$ cat src/rtl/frame_tx.sv
// frame_tx: UART-style serial transmitter for one board-state word.
// Frame = SYNC_BYTE followed by ceil(DATA_W/8) payload bytes. Each byte is
// start(0), 8 data bits LSB first, optional even parity, stop(1). Line idles high.
// Optional feature: define FRAME_TX_PARITY_EN to insert an even-parity bit
// after bit 7 of every byte (the far-end receiver must use the same setting).
module frame_tx #(
  parameter int unsigned CLKS_PER_BIT = 868,
  parameter int unsigned DATA_W       = 162,
  parameter logic [7:0]  SYNC_BYTE    = 8'hA5
) (
  input  logic              clk_in,
  input  logic              rst_in,
  input  logic [DATA_W-1:0] data_in,
  input  logic              send,
  output logic              tx,
  output logic              busy,
  output logic              done
);

  localparam int unsigned NBYTES = (DATA_W + 7) / 8;
  localparam int unsigned PAD_W  = NBYTES * 8;
  localparam int unsigned BAUD_W = (CLKS_PER_BIT > 2) ? $clog2(CLKS_PER_BIT) : 1;
  localparam int unsigned BYTE_W = $clog2(NBYTES + 1);

`ifdef FRAME_TX_PARITY_EN
  typedef enum logic [2:0] {IDLE, START, DATA, PARITY, STOP} state_t;
`else
  typedef enum logic [2:0] {IDLE, START, DATA, STOP} state_t;
`endif

  state_t              state_q, state_d;
  logic [BAUD_W-1:0]   baud_q, baud_d;
  logic [2:0]          bit_q, bit_d;
  logic [BYTE_W-1:0]   byte_cnt_q, byte_cnt_d;
  logic [PAD_W-1:0]    shreg_q, shreg_d;
  logic [7:0]          cur_q, cur_d;
  logic                tx_q, tx_d;
  logic                busy_q, busy_d;
  logic                done_q, done_d;
`ifdef FRAME_TX_PARITY_EN
  logic                par_q, par_d;
`endif

  logic [PAD_W-1:0]    padded;
  logic                bit_end;

  // Zero-extend the input word to a whole number of bytes.
  always_comb begin
    padded               = '0;
    padded[DATA_W-1:0]   = data_in;
  end

  // Next-state logic: bit timing, byte sequencing and next line level.
  // tx_d is the level for the bit that begins on the coming edge, so the
  // line itself comes straight from a flop.
  always_comb begin
    state_d    = state_q;
    baud_d     = baud_q;
    bit_d      = bit_q;
    byte_cnt_d = byte_cnt_q;
    shreg_d    = shreg_q;
    cur_d      = cur_q;
    tx_d       = tx_q;
    busy_d     = busy_q;
    done_d     = 1'b0;
`ifdef FRAME_TX_PARITY_EN
    par_d      = par_q;
`endif
    bit_end    = (baud_q == BAUD_W'(CLKS_PER_BIT - 1));

    if (state_q != IDLE) begin
      baud_d = bit_end ? '0 : baud_q + 1'b1;
    end

    unique case (state_q)
      IDLE: begin
        if (send) begin
          state_d    = START;
          baud_d     = '0;
          bit_d      = '0;
          byte_cnt_d = '0;
          shreg_d    = padded;
          cur_d      = SYNC_BYTE;
`ifdef FRAME_TX_PARITY_EN
          par_d      = ^SYNC_BYTE;
`endif
          tx_d       = 1'b0;
          busy_d     = 1'b1;
        end
      end
      START: begin
        if (bit_end) begin
          state_d = DATA;
          bit_d   = '0;
          tx_d    = cur_q[0];
          cur_d   = {1'b0, cur_q[7:1]};
        end
      end
      DATA: begin
        if (bit_end) begin
          if (bit_q == 3'd7) begin
`ifdef FRAME_TX_PARITY_EN
            state_d = PARITY;
            tx_d    = par_q;
`else
            state_d = STOP;
            tx_d    = 1'b1;
`endif
          end else begin
            bit_d = bit_q + 1'b1;
            tx_d  = cur_q[0];
            cur_d = {1'b0, cur_q[7:1]};
          end
        end
      end
`ifdef FRAME_TX_PARITY_EN
      PARITY: begin
        if (bit_end) begin
          state_d = STOP;
          tx_d    = 1'b1;
        end
      end
`endif
      STOP: begin
        if (bit_end) begin
          if (byte_cnt_q == BYTE_W'(NBYTES)) begin
            state_d = IDLE;
            tx_d    = 1'b1;
            busy_d  = 1'b0;
            done_d  = 1'b1;
          end else begin
            state_d    = START;
            byte_cnt_d = byte_cnt_q + 1'b1;
            cur_d      = shreg_q[7:0];
`ifdef FRAME_TX_PARITY_EN
            par_d      = ^shreg_q[7:0];
`endif
            shreg_d    = {8'b0, shreg_q[PAD_W-1:8]};
            tx_d       = 1'b0;
          end
        end
      end
      default: begin
        state_d = IDLE;
        tx_d    = 1'b1;
        busy_d  = 1'b0;
      end
    endcase
  end

  // State and output registers; reset aborts any frame at once.
  always_ff @(posedge clk_in or negedge rst_in) begin
    if (!rst_in) begin
      state_q    <= IDLE;
      baud_q     <= '0;
      bit_q      <= '0;
      byte_cnt_q <= '0;
      shreg_q    <= '0;
      cur_q      <= '0;
      tx_q       <= 1'b1;
      busy_q     <= 1'b0;
      done_q     <= 1'b0;
`ifdef FRAME_TX_PARITY_EN
      par_q      <= 1'b0;
`endif
    end else begin
      state_q    <= state_d;
      baud_q     <= baud_d;
      bit_q      <= bit_d;
      byte_cnt_q <= byte_cnt_d;
      shreg_q    <= shreg_d;
      cur_q      <= cur_d;
      tx_q       <= tx_d;
      busy_q     <= busy_d;
      done_q     <= done_d;
`ifdef FRAME_TX_PARITY_EN
      par_q      <= par_d;
`endif
    end
  end

  assign tx   = tx_q;
  assign busy = busy_q;
  assign done = done_q;

endmodule

$ cat config.mk
export PLATFORM = sky130hd
export DESIGN_NAME = frame_tx
export DESIGN_NICKNAME = d
export VERILOG_FILES = /design/src/rtl/frame_tx.sv
export SDC_FILE = /design/constraint.sdc
export NUM_CORES = 1
export LEC_CHECK = 0
export CAP_MARGIN = 20
export CORE_MARGIN = 5
export CORE_UTILIZATION = 53
export DETAILED_ROUTE_END_ITERATION = 8
export PLACE_DENSITY = 0.8
export SYNTH_ARGS = -nofsm -noshare
export SYNTH_HDL_FRONTEND = slang
export SYNTH_SLANG_ARGS = --single-unit
export TNS_END_PERCENT = 100
$ cat constraint.sdc
create_clock -name clk_in -period 2.9 [get_ports clk_in]
set_input_delay 0.58 -clock clk_in [delete_from_list [all_inputs] [get_ports clk_in]]
set_output_delay 0.58 -clock clk_in [all_outputs]
set_load 0.02 [all_outputs]
== Yosys cells after proc, flatten, opt, wreduce, memory -nomap -nowiden ==
Cells that the tools add are included.
W data, S select, Z words.
Word-level totals
  register bits: 200
  input bits: 165
  output and inout bits: 3
  logic and storage cells: 83
Cells by class
  add/sub/neg operators: 3
  equality and inequality tests: 14
  mux-type cells: 44
  bitwise operators: 1
  reductions and logical operators: 12
Operators with widths (count)
  $mux W168: 3
  $pmux W168 S2: 1
  $mux W8: 6
  $mux W10: 4
  $pmux W8 S4: 1
  $mux W3: 9
  $ne A2 B2 Y1 const B: 8
  $mux W5: 3
  $mux W1: 12
  $pmux W3 S4: 1
  $reduce_and A4 Y1: 3
  $add A10 B1 Y10 const B: 1
  $eq A10 B10 Y1 const B: 1
  $pmux W5 S2: 1
  $reduce_and A5 Y1: 2
  $pmux W3 S3: 1
  $reduce_and A7 Y1: 1
  $eq A3 B2 Y1 const B: 2
  $reduce_bool A3 Y1: 2
  $add A5 B1 Y5 const B: 1
  $eq A5 B5 Y1 const B: 1
  $pmux W1 S4: 1
  $reduce_bool A4 Y1: 1
  $add A3 B1 Y3 const B: 1
  7 further kinds: 7

== Longest topological paths before layout ==
  depth after elaboration: 5
  depth in mapped cells: 10
  gate-level depth less buffers: 6

== Worst setup path before layout ==
OpenSTA, ideal clock, no wires.
  path kind: reg-to-reg
  start: reg baud_q[0]
  end: reg shreg_q[70]
  library setup time: 0.123 ns
  arrival: 2.132 ns
  data required time: 2.777 ns
  slack: 0.645 ns
  stages on the path, launching flop included: 10
  buffers on the path: 4
  clock period less this slack: 2.255 ns
  cell sequence: dfrtp_1 -> ha_1 -> or4b_1 -> buf_2 -> o41ai_4 -> and2_1 -> buf_2 -> buf_6 -> buf_4 -> a21oi_1
Between the ends
  word-level cells in the longest chain between the ends: 3
Ends and longest elaborated chain
  from (decl): RTL line 32  | logic [BAUD_W-1:0] baud_q, baud_d;
  from (signal assigned): RTL line 168  | baud_q <= baud_d;
  $eq A10 B10 Y1: RTL line 69  | bit_end = (baud_q == BAUD_W'(CLKS_PER_BIT - 1));
  $ne A2 B2 Y1 (no line)
  $reduce_and A4 Y1 (no line)
  to (signal assigned): RTL line 171  | shreg_q <= shreg_d;
  to (decl): RTL line 35  | logic [PAD_W-1:0] shreg_q, shreg_d;
No other way between the ends.
A chain may end at the register's enable or synchronous reset.

== Final worst setup path ==
  start: reg baud_q[0]
  end: reg shreg_q[67]
Same word-level chain as after synthesis.

==> flow_metrics.py <==
metrics = {
    "placement": {
        "io_buffer_count": 167,
        "place_congestion": 0.857,
        "hpwl_um": 16100,
    },
    "die": {
        "core_area_um2": 17400,
        "die_x_um": 143,
        "rows": 48,
        "io_pins": 168,
        "dieArea_um2": 20500,
        "start_util_pct": 54.1,
        "dieHeight_um": 143,
    },
    "final_layout": {
        "drive_above_1_share_pct": 6.52,
        "n_fill_cell": 1354,
        "layout_commonest_cell": "a21oi_1",
        "final_cell_mix": "a21oi_1 (313), dfrtp_1 (192), clkdlybuf4s50_1 (166), mux2i_1 (156), clkbuf_16 (17)",
        "synthToLayoutAreaGrowth_pct": 25.6,
        "post-route-util_pct": 68.0,
        "nets": 1190,
    },
    "clock_tree": {
        "cts_tree": "done",
        "cts_root_buffer": "clkbuf_16",
        "numCtsBuffers": 17,
        "path_clk_slew_ns": 0.07,
        "htreeDepth": 4,
        "clk_latency_ns": 0.43,
        "postCtsHoldBufs": 0,
        "postCtsSetupBuffers": 0,
        "cts_resized": 0,
        "cts_sinks": 193,
        "cts_buffer_depth": 2,
    },
    "synth": {
        "yosysTopAreaCellShare_pct": 51.1,
        "ys_seq_area_share_pct": 51.4,
        "syn_area_um2": 9400,
        "syn_inst": 886,
        "synth.largest_area_cell": "dfrtp_1",
        "async_reset_ff_share_pct": 100,
        "ys_seq_elements": 193,
        "synth_edf_count": 0,
        "synth_area_per_cell_um2": 10.6,
        "synthFlopType": "dfrtp_1",
        "yosys-top-cells-area": "dfrtp_1 (51%), a21oi_1 (17%), mux2i_1 (17%)",
        "yosysWarnings": 0,
        "yosysUniqueCellTypes": 45,
        "synthesis.nets": 1060,
    },
    "detailed_routing": {
        "drtIter0Drc": 682,
        "maxUsedRoutingLayer": "met4",
        "drc": 0,
        "avgViaCountPerCell": 5.94,
        "met2_length_um": 11900,
        "drt_wl_total_um": 24100,
        "dr.pass1.iters": 5,
        "vias": 7459,
        "wl_met1_um": 10300,
        "route.detailed.wl_per_inst_um": 19.2,
        "ant_nets": 0,
        "met3_length_um": 1490,
    },
    "worst_hold_path": {
        "hold_path_class": "in2async",
    },
    "sta": {
        "finalSetupViolCount": 0,
        "slew_viol_final": 0,
        "fin_crit_sh_pct": 93.7,
        "finClkSkew_ns": 0.0108,
        "rsz0062_at_grt": "no",
        "finalCriticalPeriod_ns": 2.72,
        "finalHoldViolCount": 0,
        "max_freq_ghz": 0.368,
        "setup_tns_ns": 0,
        "relSlewSlack_pct": 33.3,
        "holdWs_ns": 0.162,
        "tightest_slew_ns": 1.00,
    },
    "outcome": {
        "status": "completed",
    },
    "worst_setup_path": {
        "worst-setup-path-type": "reg2reg",
        "startpoint_type": "flop",
        "cp.required_ns": 3.20,
        "critPathCaptureType": "flop",
        "arrival_ns": 3.01,
        "critPathMaxFanout": 59,
    },
    "global_route": {
        "grt_pass1_wl_um": 38500,
        "grt_max_degree": 104,
        "antenna_found_initial": 2,
        "grt_overflow": 0,
        "grt_usage_pct": 23.5,
        "grt_pass1_vias": 7495,
    },
    "power_and_ir_drop": {
        "power_density_nw_per_um2": 450,
        "ir_worst_vdd_mv": 0.434,
        "leakage_nw": 4.96,
    },
    "run": {
        "max-cap-violations": 0,
    },
}
## synth_stat cells (2+ instances only)
cell type,number
nand3_1,7
o211ai_1,2
mux2i_1,156
inv_1,9
nand2_1,14
o22a_1,2
ha_1,9
and2_1,2
dfrtp_1,192
o31ai_1,2
nor4_1,3
xnor2_1,2
a22o_1,11
nand2b_1,2
mux2_2,11
nor2_1,12
o21ai_0,9
buf_6,10
o22ai_1,2
or3_1,2
nor4b_1,2
buf_4,5
a21oi_1,314
buf_2,21
a31oi_1,8
a221o_1,4
nor3_1,6
nor2b_1,5
clkbuf_1,41
and3_1,3
a22oi_1,4
## power by group
group	internal, mW	switching [mW]	leakage (nW)
Combinational	0.239	0.137	2.06
Sequential	2.70	0.00327	2.62
Clock	1.27	0.967	0.270
Total	4.20	1.11	4.96
## through the flow
step	setup WS, ns	area, um^2	std cells	power (mW)
after floorplan	0.645	9400	886	2.81
after global placement	0.348	11200	1222	3.13
after detailed placement	0.223	11200	1222	3.13
after CTS	0.202	11800	1253	5.34
after global routing	0.0266	11800	1255	5.47
final	0.184	11800	1256	5.31
## layer usage
layer | vias up | GRT usage (%)
li1 | 3512 | -
met1 | 3692 | 31.9
met2 | 219 | 37.9
met3 | 36 | 5.06
met4 | 0 | 7.30
met5 | - | 0
## cells by family after synthesis
kind of cell,Yosys count,share of synthesized area [%]
multiplexers,167,17.9
adder cells (fa/ha/maj),9,1.20
AO/OA/AOI/OAI,362,20.7
buffers and inverters,87,4.75
flip-flops,193,51.4
AND/OR/NAND/NOR,66,3.78
XOR/XNOR,2,0.186
## sequential cells by signal, summed over array words and instances (netlist names)
register and flops:
state_q 2, tx 1, bit_q 3, shreg_q 162, baud_q 10, busy 1, byte_cnt_q 5, cur_q 8
done 1
## area by class of cell
class,count,area (um^2),area share (%)
sequential,193,4830,40.9
timing repair buffer,189,1950,16.5
multi-input combinational,606,4140,35.1
antenna,3,7.51,0.0636
tap,225,282,2.39
inverter,9,33.8,0.286
clock buffer,26,499,4.23
clock inverter,5,52.6,0.445
## worst max-delay path, cell delays in order, from the launching register on
cell and delay [ns]:
dfrtp_1 0.39, ha_1 0.25, or4b_1 0.60, o41ai_4 0.49, and2_4 0.41, buf_12 0.30
a21oi_1 0.12
## path summary, 6_finish.rpt
check / from / to / slack [ns] / cells past startpoint
worst max register to register: baud_q[0] / shreg_q[67] / 0.18 / 6
worst min-delay path: rst_in / shreg_q[137] / 0.16 / 1
worst min register to register: tx / tx / 0.47 / 2
max in group asynchronous: rst_in / shreg_q[112] / 1.99 / 2
min in group clk_in: tx / tx / 0.47 / 2
worst max-delay path: baud_q[0] / shreg_q[67] / 0.18 / 6
Power figures use the tool's default switching activity.
